$ cat src/rtl/fetch_ctrl_if.sv
// Fetch controller bus bundle: instruction-memory req/ack port, the
// decode-facing valid/ready port, the redirect input and the fault flag.
// master = fetch_ctrl side, slave = memory/decode/branch-unit side.
interface fetch_ctrl_if;
    logic        imem_req;
    logic [31:0] imem_addr;
    logic        imem_ack;
    logic [31:0] imem_rdata;
    logic        if_valid;
    logic [31:0] if_instr;
    logic [31:0] if_pc;
    logic        id_ready;
    logic        redirect_valid;
    logic [31:0] redirect_pc;
    logic        fetch_fault;

    modport master (
        output imem_req, imem_addr, if_valid, if_instr, if_pc, fetch_fault,
        input  imem_ack, imem_rdata, id_ready, redirect_valid, redirect_pc
    );

    modport slave (
        input  imem_req, imem_addr, if_valid, if_instr, if_pc, fetch_fault,
        output imem_ack, imem_rdata, id_ready, redirect_valid, redirect_pc
    );
endinterface

$ cat src/rtl/fetch_ctrl.sv
// Instruction-fetch controller: owns the PC, keeps at most one word request
// outstanding to instruction memory, buffers returned words in a 2-entry
// FIFO feeding decode, and handles redirects (including one that lands while
// a request is still outstanding, which is drained and discarded in FLUSH).
// Optional feature macro: FETCH_MISALIGN_CHECK_EN -- a misaligned redirect
// target raises a sticky fetch_fault and halts fetching until reset.
module fetch_ctrl #(
    parameter logic [31:0] RESET_PC = 32'h0000_0000
) (
    input  logic         clk,
    input  logic         rst,
    fetch_ctrl_if.master bus
);
    typedef enum logic [1:0] {IDLE, REQ, FLUSH} state_t;

    state_t      state_q, state_d;
    logic [31:0] pc_q, pc_d;
    logic [31:0] tgt_q, tgt_d;
    logic [1:0]  cnt_q, cnt_d;
    // Entry 0 is always the head; entry 1 shifts down on pop.
    logic [31:0] pc0_q, pc1_q, ins0_q, ins1_q;

    logic        req;
    logic        push, pop, flush;
    logic        halt;
    logic [1:0]  cnt_after_pop;
    logic [31:0] redir_tgt;

    // The stored PC is always word-aligned, so imem_addr[1:0] stay zero.
    assign redir_tgt = {bus.redirect_pc[31:2], 2'b00};

`ifdef FETCH_MISALIGN_CHECK_EN
    logic fault_q;
    logic misalign;

    assign misalign = bus.redirect_valid & (bus.redirect_pc[1:0] != 2'b00);
    assign halt     = fault_q | misalign;

    // Sticky fault: once set only reset clears it.
    always_ff @(posedge clk or posedge rst) begin
        if (rst) begin
            fault_q <= 1'b0;
        end else if (misalign) begin
            fault_q <= 1'b1;
        end
    end

    assign bus.fetch_fault = fault_q;
`else
    logic [1:0] unused_redirect_lsb;

    assign unused_redirect_lsb = bus.redirect_pc[1:0];
    assign halt                = 1'b0;
    assign bus.fetch_fault     = 1'b0;
`endif

    assign pop           = (cnt_q != 2'd0) & bus.id_ready;
    assign cnt_after_pop = cnt_q - {1'b0, pop};

    // Next-state, PC/target update and FIFO push/flush decisions.
    always_comb begin
        state_d = state_q;
        pc_d    = pc_q;
        tgt_d   = tgt_q;
        req     = 1'b0;
        push    = 1'b0;
        flush   = 1'b0;
        case (state_q)
            IDLE: begin
                if (bus.redirect_valid) begin
                    pc_d  = redir_tgt;
                    flush = 1'b1;
                end else if (!halt && cnt_after_pop != 2'd2) begin
                    state_d = REQ;
                end
            end
            REQ: begin
                req = 1'b1;
                if (bus.imem_ack && bus.redirect_valid) begin
                    // Returned word is wrong-path: drop it and refetch now.
                    flush   = 1'b1;
                    pc_d    = redir_tgt;
                    state_d = halt ? IDLE : REQ;
                end else if (bus.imem_ack) begin
                    push    = 1'b1;
                    pc_d    = pc_q + 32'd4;
                    // Only keep requesting if the FIFO still has room after this push.
                    state_d = (cnt_after_pop == 2'd0) ? REQ : IDLE;
                end else if (bus.redirect_valid) begin
                    // Request still in flight: hold its address until it is acked.
                    flush   = 1'b1;
                    tgt_d   = redir_tgt;
                    state_d = FLUSH;
                end
            end
            FLUSH: begin
                req = 1'b1;
                if (bus.redirect_valid) begin
                    flush = 1'b1;
                    tgt_d = redir_tgt;
                end
                if (bus.imem_ack) begin
                    pc_d    = bus.redirect_valid ? redir_tgt : tgt_q;
                    state_d = halt ? IDLE : REQ;
                end
            end
            default: state_d = IDLE;
        endcase
    end

    assign cnt_d = flush ? 2'd0 : (cnt_q + {1'b0, push} - {1'b0, pop});

    // Control state registers.
    always_ff @(posedge clk or posedge rst) begin
        if (rst) begin
            state_q <= IDLE;
            pc_q    <= RESET_PC;
            tgt_q   <= RESET_PC;
            cnt_q   <= 2'd0;
        end else begin
            state_q <= state_d;
            pc_q    <= pc_d;
            tgt_q   <= tgt_d;
            cnt_q   <= cnt_d;
        end
    end

    // FIFO storage: pop shifts entry 1 down, push lands in the first free slot.
    always_ff @(posedge clk or posedge rst) begin
        if (rst) begin
            pc0_q  <= 32'd0;
            pc1_q  <= 32'd0;
            ins0_q <= 32'd0;
            ins1_q <= 32'd0;
        end else if (!flush) begin
            if (pop) begin
                pc0_q  <= pc1_q;
                ins0_q <= ins1_q;
            end
            if (push) begin
                if (cnt_after_pop == 2'd0) begin
                    pc0_q  <= pc_q;
                    ins0_q <= bus.imem_rdata;
                end else begin
                    pc1_q  <= pc_q;
                    ins1_q <= bus.imem_rdata;
                end
            end
        end
    end

    assign bus.imem_req  = req;
    assign bus.imem_addr = pc_q;
    assign bus.if_valid  = (cnt_q != 2'd0);
    assign bus.if_instr  = ins0_q;
    assign bus.if_pc     = pc0_q;
endmodule

$ cat src/flat_wrapper.sv
// flat-port wrapper written by rule: the top's interface ports become plain ports
module fetch_ctrl_flat 
#(
    parameter logic [31:0] RESET_PC = 32'h0000_0000
)
  (clk, rst, bus_imem_req, bus_imem_addr, bus_if_valid, bus_if_instr, bus_if_pc, bus_fetch_fault, bus_imem_ack, bus_imem_rdata, bus_id_ready, bus_redirect_valid, bus_redirect_pc);
  fetch_ctrl_if bus_i ();
  input  logic clk;
  input  logic rst;
  output wire logic [$bits(bus_i.imem_req)-1:0] bus_imem_req;
  output wire logic [$bits(bus_i.imem_addr)-1:0] bus_imem_addr;
  output wire logic [$bits(bus_i.if_valid)-1:0] bus_if_valid;
  output wire logic [$bits(bus_i.if_instr)-1:0] bus_if_instr;
  output wire logic [$bits(bus_i.if_pc)-1:0] bus_if_pc;
  output wire logic [$bits(bus_i.fetch_fault)-1:0] bus_fetch_fault;
  input wire logic [$bits(bus_i.imem_ack)-1:0] bus_imem_ack;
  input wire logic [$bits(bus_i.imem_rdata)-1:0] bus_imem_rdata;
  input wire logic [$bits(bus_i.id_ready)-1:0] bus_id_ready;
  input wire logic [$bits(bus_i.redirect_valid)-1:0] bus_redirect_valid;
  input wire logic [$bits(bus_i.redirect_pc)-1:0] bus_redirect_pc;
  assign bus_imem_req = bus_i.imem_req;
  assign bus_imem_addr = bus_i.imem_addr;
  assign bus_if_valid = bus_i.if_valid;
  assign bus_if_instr = bus_i.if_instr;
  assign bus_if_pc = bus_i.if_pc;
  assign bus_fetch_fault = bus_i.fetch_fault;
  assign bus_i.imem_ack = bus_imem_ack;
  assign bus_i.imem_rdata = bus_imem_rdata;
  assign bus_i.id_ready = bus_id_ready;
  assign bus_i.redirect_valid = bus_redirect_valid;
  assign bus_i.redirect_pc = bus_redirect_pc;
  fetch_ctrl #(.RESET_PC(RESET_PC)) u_core (.clk(clk), .rst(rst), .bus(bus_i));
endmodule
$ cat config.mk
export PLATFORM = sky130hd
export DESIGN_NAME = fetch_ctrl_flat
export DESIGN_NICKNAME = d
export VERILOG_FILES = /design/src/rtl/fetch_ctrl_if.sv /design/src/rtl/fetch_ctrl.sv /design/src/flat_wrapper.sv
export SDC_FILE = /design/constraint.sdc
export NUM_CORES = 1
export LEC_CHECK = 0
export CORE_ASPECT_RATIO = 0.9
export CORE_UTILIZATION = 55
export CTS_BUF_LIST = sky130_fd_sc_hd__clkbuf_4
export DETAILED_ROUTE_END_ITERATION = 8
export GPL_ROUTABILITY_DRIVEN = 0
export PLACE_DENSITY = 0.8
export SYNTH_ARGS = -nofsm -noshare
export SYNTH_HDL_FRONTEND = slang
export SYNTH_SLANG_ARGS = --single-unit
export TNS_END_PERCENT = 10
$ cat constraint.sdc
create_clock -name clk -period 7.9 [get_ports clk]
set_input_delay 1.185 -clock clk [delete_from_list [all_inputs] [get_ports clk]]
set_output_delay 1.185 -clock clk [all_outputs]
set_load 0.1 [all_outputs]
==> results.json <==
{
  "crit_slowest_cell": "clkdlybuf4s50_1",
  "reg2reg_from": "u_core.cnt_q[1]$_DFF_PP0_",
  "die_y_um": 125.0,
  "dr_total_vias": 7373,
  "status": "finished, violations left",
  "crit_fanout": 16,
  "drtIter0Drc": 526,
  "arrival_ns": 2.95,
  "ant_nets": 0,
  "ff2ff_setup_slack_ns": 4.36,
  "pre_cts_ws_ns": 3.513,
  "final-max-slew-violation-count": 0,
  "drcViolationCount": 8,
  "synth-edff-count": 0,
  "synthesis.nets": 938,
  "r2r_cells": 11,
  "hold_viol": 0,
  "dr.pass1.iters": 9,
  "die_width_um": 138.7,
  "place_inst": 1176,
  "layout.filler_cells": 1284,
  "crit_start": "u_core.state_q[0]$_DFFE_PP0P_",
  "clkTransAtPathRegs_ns": 0.16,
  "period_share_pct": 52.33,
  "io_buffers": 164,
  "grt_start_max_net_pins": 142,
  "max_cap_violations": 0,
  "cts-root-buf": "clkbuf_4",
  "cts_made_buffers": 17,
  "yosys.cell_types.count": 73,
  "async_flop_share_pct": 100.0,
  "seq_area_frac_synth_pct": 53.06,
  "worst_slew_pin_slew_ns": 1.103,
  "path_cells": "inv_1, ha_1, clkdlybuf4s50_1",
  "wl_per_cell_um": 19.17,
  "yosys_warnings": 0,
  "cts.sinks": 196,
  "clock_path_buffers": 2,
  "synth_cells": 862,
  "timing.slew.headroom_pct": 25.72,
  "nNetsFinal": 1064,
  "hp-start": "u_core.pc1_q[24]$_DFFE_PP0P_",
  "core_mm2": 0.01630,
  "fin_crit_ns": 4.134,
  "ios": 168,
  "slowest_delay_ns": 1.26,
  "grt_pass1_wl_mm": 38.30,
  "holdBufCountCts": 0,
  "finalSetupViolCount": 0,
  "cts_tree": "yes",
  "setup_slack_ns": 3.766,
  "avgSynthCellArea_um2": 10.72,
  "crit_required_ns": 6.71,
  "holdCritPathClass": "reg2reg",
  "critPathCaptureType": "primary output",
  "area_growth_pct": 21.60,
  "num_rows": 44,
  "max_freq_mhz": 241.9,
  "clock_skew_ns": 0.01619,
  "synth_area_mm2": 0.009244,
  "critPathTopFamily": "buffers and inverters",
  "dp_hpwl_mm": 14.83,
  "hold_path_depth": 1,
  "h-tree-depth": 4,
  "wl_mm": 23.18,
  "hold_end": "u_core.pc1_q[24]$_DFFE_PP0P_",
  "timing.setup.tns_ns": 0,
  "crit_type": "reg2out",
  "r2r_end": "u_core.bus.if_instr[4]$_DFFE_PP0N_",
  "cts_resized": 0,
  "start_kind": "flip-flop",
  "die_area_mm2": 0.01733,
  "initial_utilization_pct": 56.73,
  "rsz0062_at_grt": "no",
  "yosys_register_bits": 196,
  "grt_pass1_vias": 7252,
  "holdWs_ns": 0.5255,
  "globalRouteTotalUtil_pct": 27.80,
  "synth_ff_type": "dfrtp_1",
  "grt-ovfl-total": 0,
  "cts_setup_buffers": 0,
  "drive_gt1_share_pct": 15.48,
  "final_cells": 1209,
  "antenna_found_initial": 1,
  "clk_latency_ns": 0.59,
  "crit_buf_inv": 2,
  "violations": "design-rule violations",
  "vias_per_cell": 6.098
}
-- layout by cell type, fill, tap and decap left out, types with 3 or more instances in the layout --
cell type / count
clkinv_4: 3
xor2_1: 4
inv_6: 3
a21oi_1: 78
nand3_1: 17
a31oi_1: 7
inv_8: 4
buf_4: 11
a22o_1: 6
and4_1: 5
a221oi_1: 8
nand2_1: 33
ha_1: 7
a221o_1: 8
nor2b_1: 6
mux2_2: 93
clkdlybuf4s50_1: 164
a222oi_1: 3
o211ai_1: 6
nor2_1: 88
nand4_1: 9
a22oi_1: 5
o22ai_1: 70
mux2i_1: 4
nor4_1: 7
xnor2_1: 6
o21ai_0: 27
clkbuf_4: 17
a32oi_1: 3
and3_1: 8
dfrtp_1: 196
inv_1: 17
and2_1: 11
nand2_2: 4
nor3_1: 8
-- sequential cells by signal, summed over array words and instances (netlist names) --
name,cells
u_core.state_q,2
u_core.ins1_q,32
u_core.pc1_q,32
u_core.bus.if_pc,32
u_core.bus.if_instr,32
u_core.tgt_q,32
u_core.bus.imem_addr,32
u_core.cnt_q,2
-- metal layers --
metal  global-route usage [%]  share of wire [%]
met1                    39.08                 45
met2                    44.16                 47
met3                    5.400                6.2
met4                    8.235                1.7
met5                        0                  0
-- cell families after synthesis --
logic type,count (synthesis),share of synthesized area (%)
adders and majority gates,7,0.9474
and+or+nand+nor,214,11.53
buffers and inverters,86,4.345
DFF,196,53.06
AOI/OAI and AO/OA,251,17.37
muxes,97,11.76
xor gates and xnor gates,10,0.9474
other,1,0.04057
-- layout make-up --
| cell class | count | area [µm²] | share of cell area [%] |
|---|---|---|---|
| Tap cell | 207 | 259.0 | 2.304 |
| Timing Repair Buffer | 175 | 1724 | 15.34 |
| Antenna cell | 1 | 2.502 | 0.02226 |
| Multi-Input combinational cell | 580 | 3978 | 35.39 |
| Inverter | 18 | 75.07 | 0.6679 |
| Clock buffer | 17 | 127.6 | 1.135 |
| Sequential cell | 196 | 4905 | 43.63 |
| Clock inverter | 15 | 170.2 | 1.514 |
-- how the worst max path moves through the flow --
stage | end | slack [ns] | cells after the start
finish | bus_imem_req | 3.77 | 3
global route | bus_imem_req | 3.60 | 3
CTS | bus_imem_req | 3.73 | 3
detailed placement | u_core.bus.if_instr[4]$_DFFE_PP0N_ | 3.51 | 8
global placement | u_core.bus.if_pc[16]$_DFFE_PP0N_ | 3.54 | 8
floorplan | u_core.bus.if_instr[0]$_DFFE_PP0N_ | 1.37 | 1
-- synth_stat cells, drive strengths merged, types with 8 or more instances --
library cell  number  share of area (%)
nor3               9               0.54
a21oi             78                4.2
nand2             37                1.6
a221o              8               0.87
and2              13               0.92
nor4               8               0.61
a221oi             8               0.76
inv               18               0.73
o22ai             70                4.7
mux2              93                 11
dfrtp            196                 53
and3               9               0.66
nor2              88                3.6
o21ai             28                1.5
nand4             10               0.84
nand3             17               0.92
buf               31                2.1
clkbuf            37                1.5
-- metrics by stage --
step,utilization (%),area (µm²)
2_1_floorplan,-,9244
3_3_place_gp,67.14,10940
3_5_place_dp,67.14,10940
4_1_cts,68.97,11240
5_1_grt,68.98,11240
6_report,68.98,11240
Power is not shown: default switching activity piles up to over one toggle a cycle in this logic, so the estimate is an artifact.
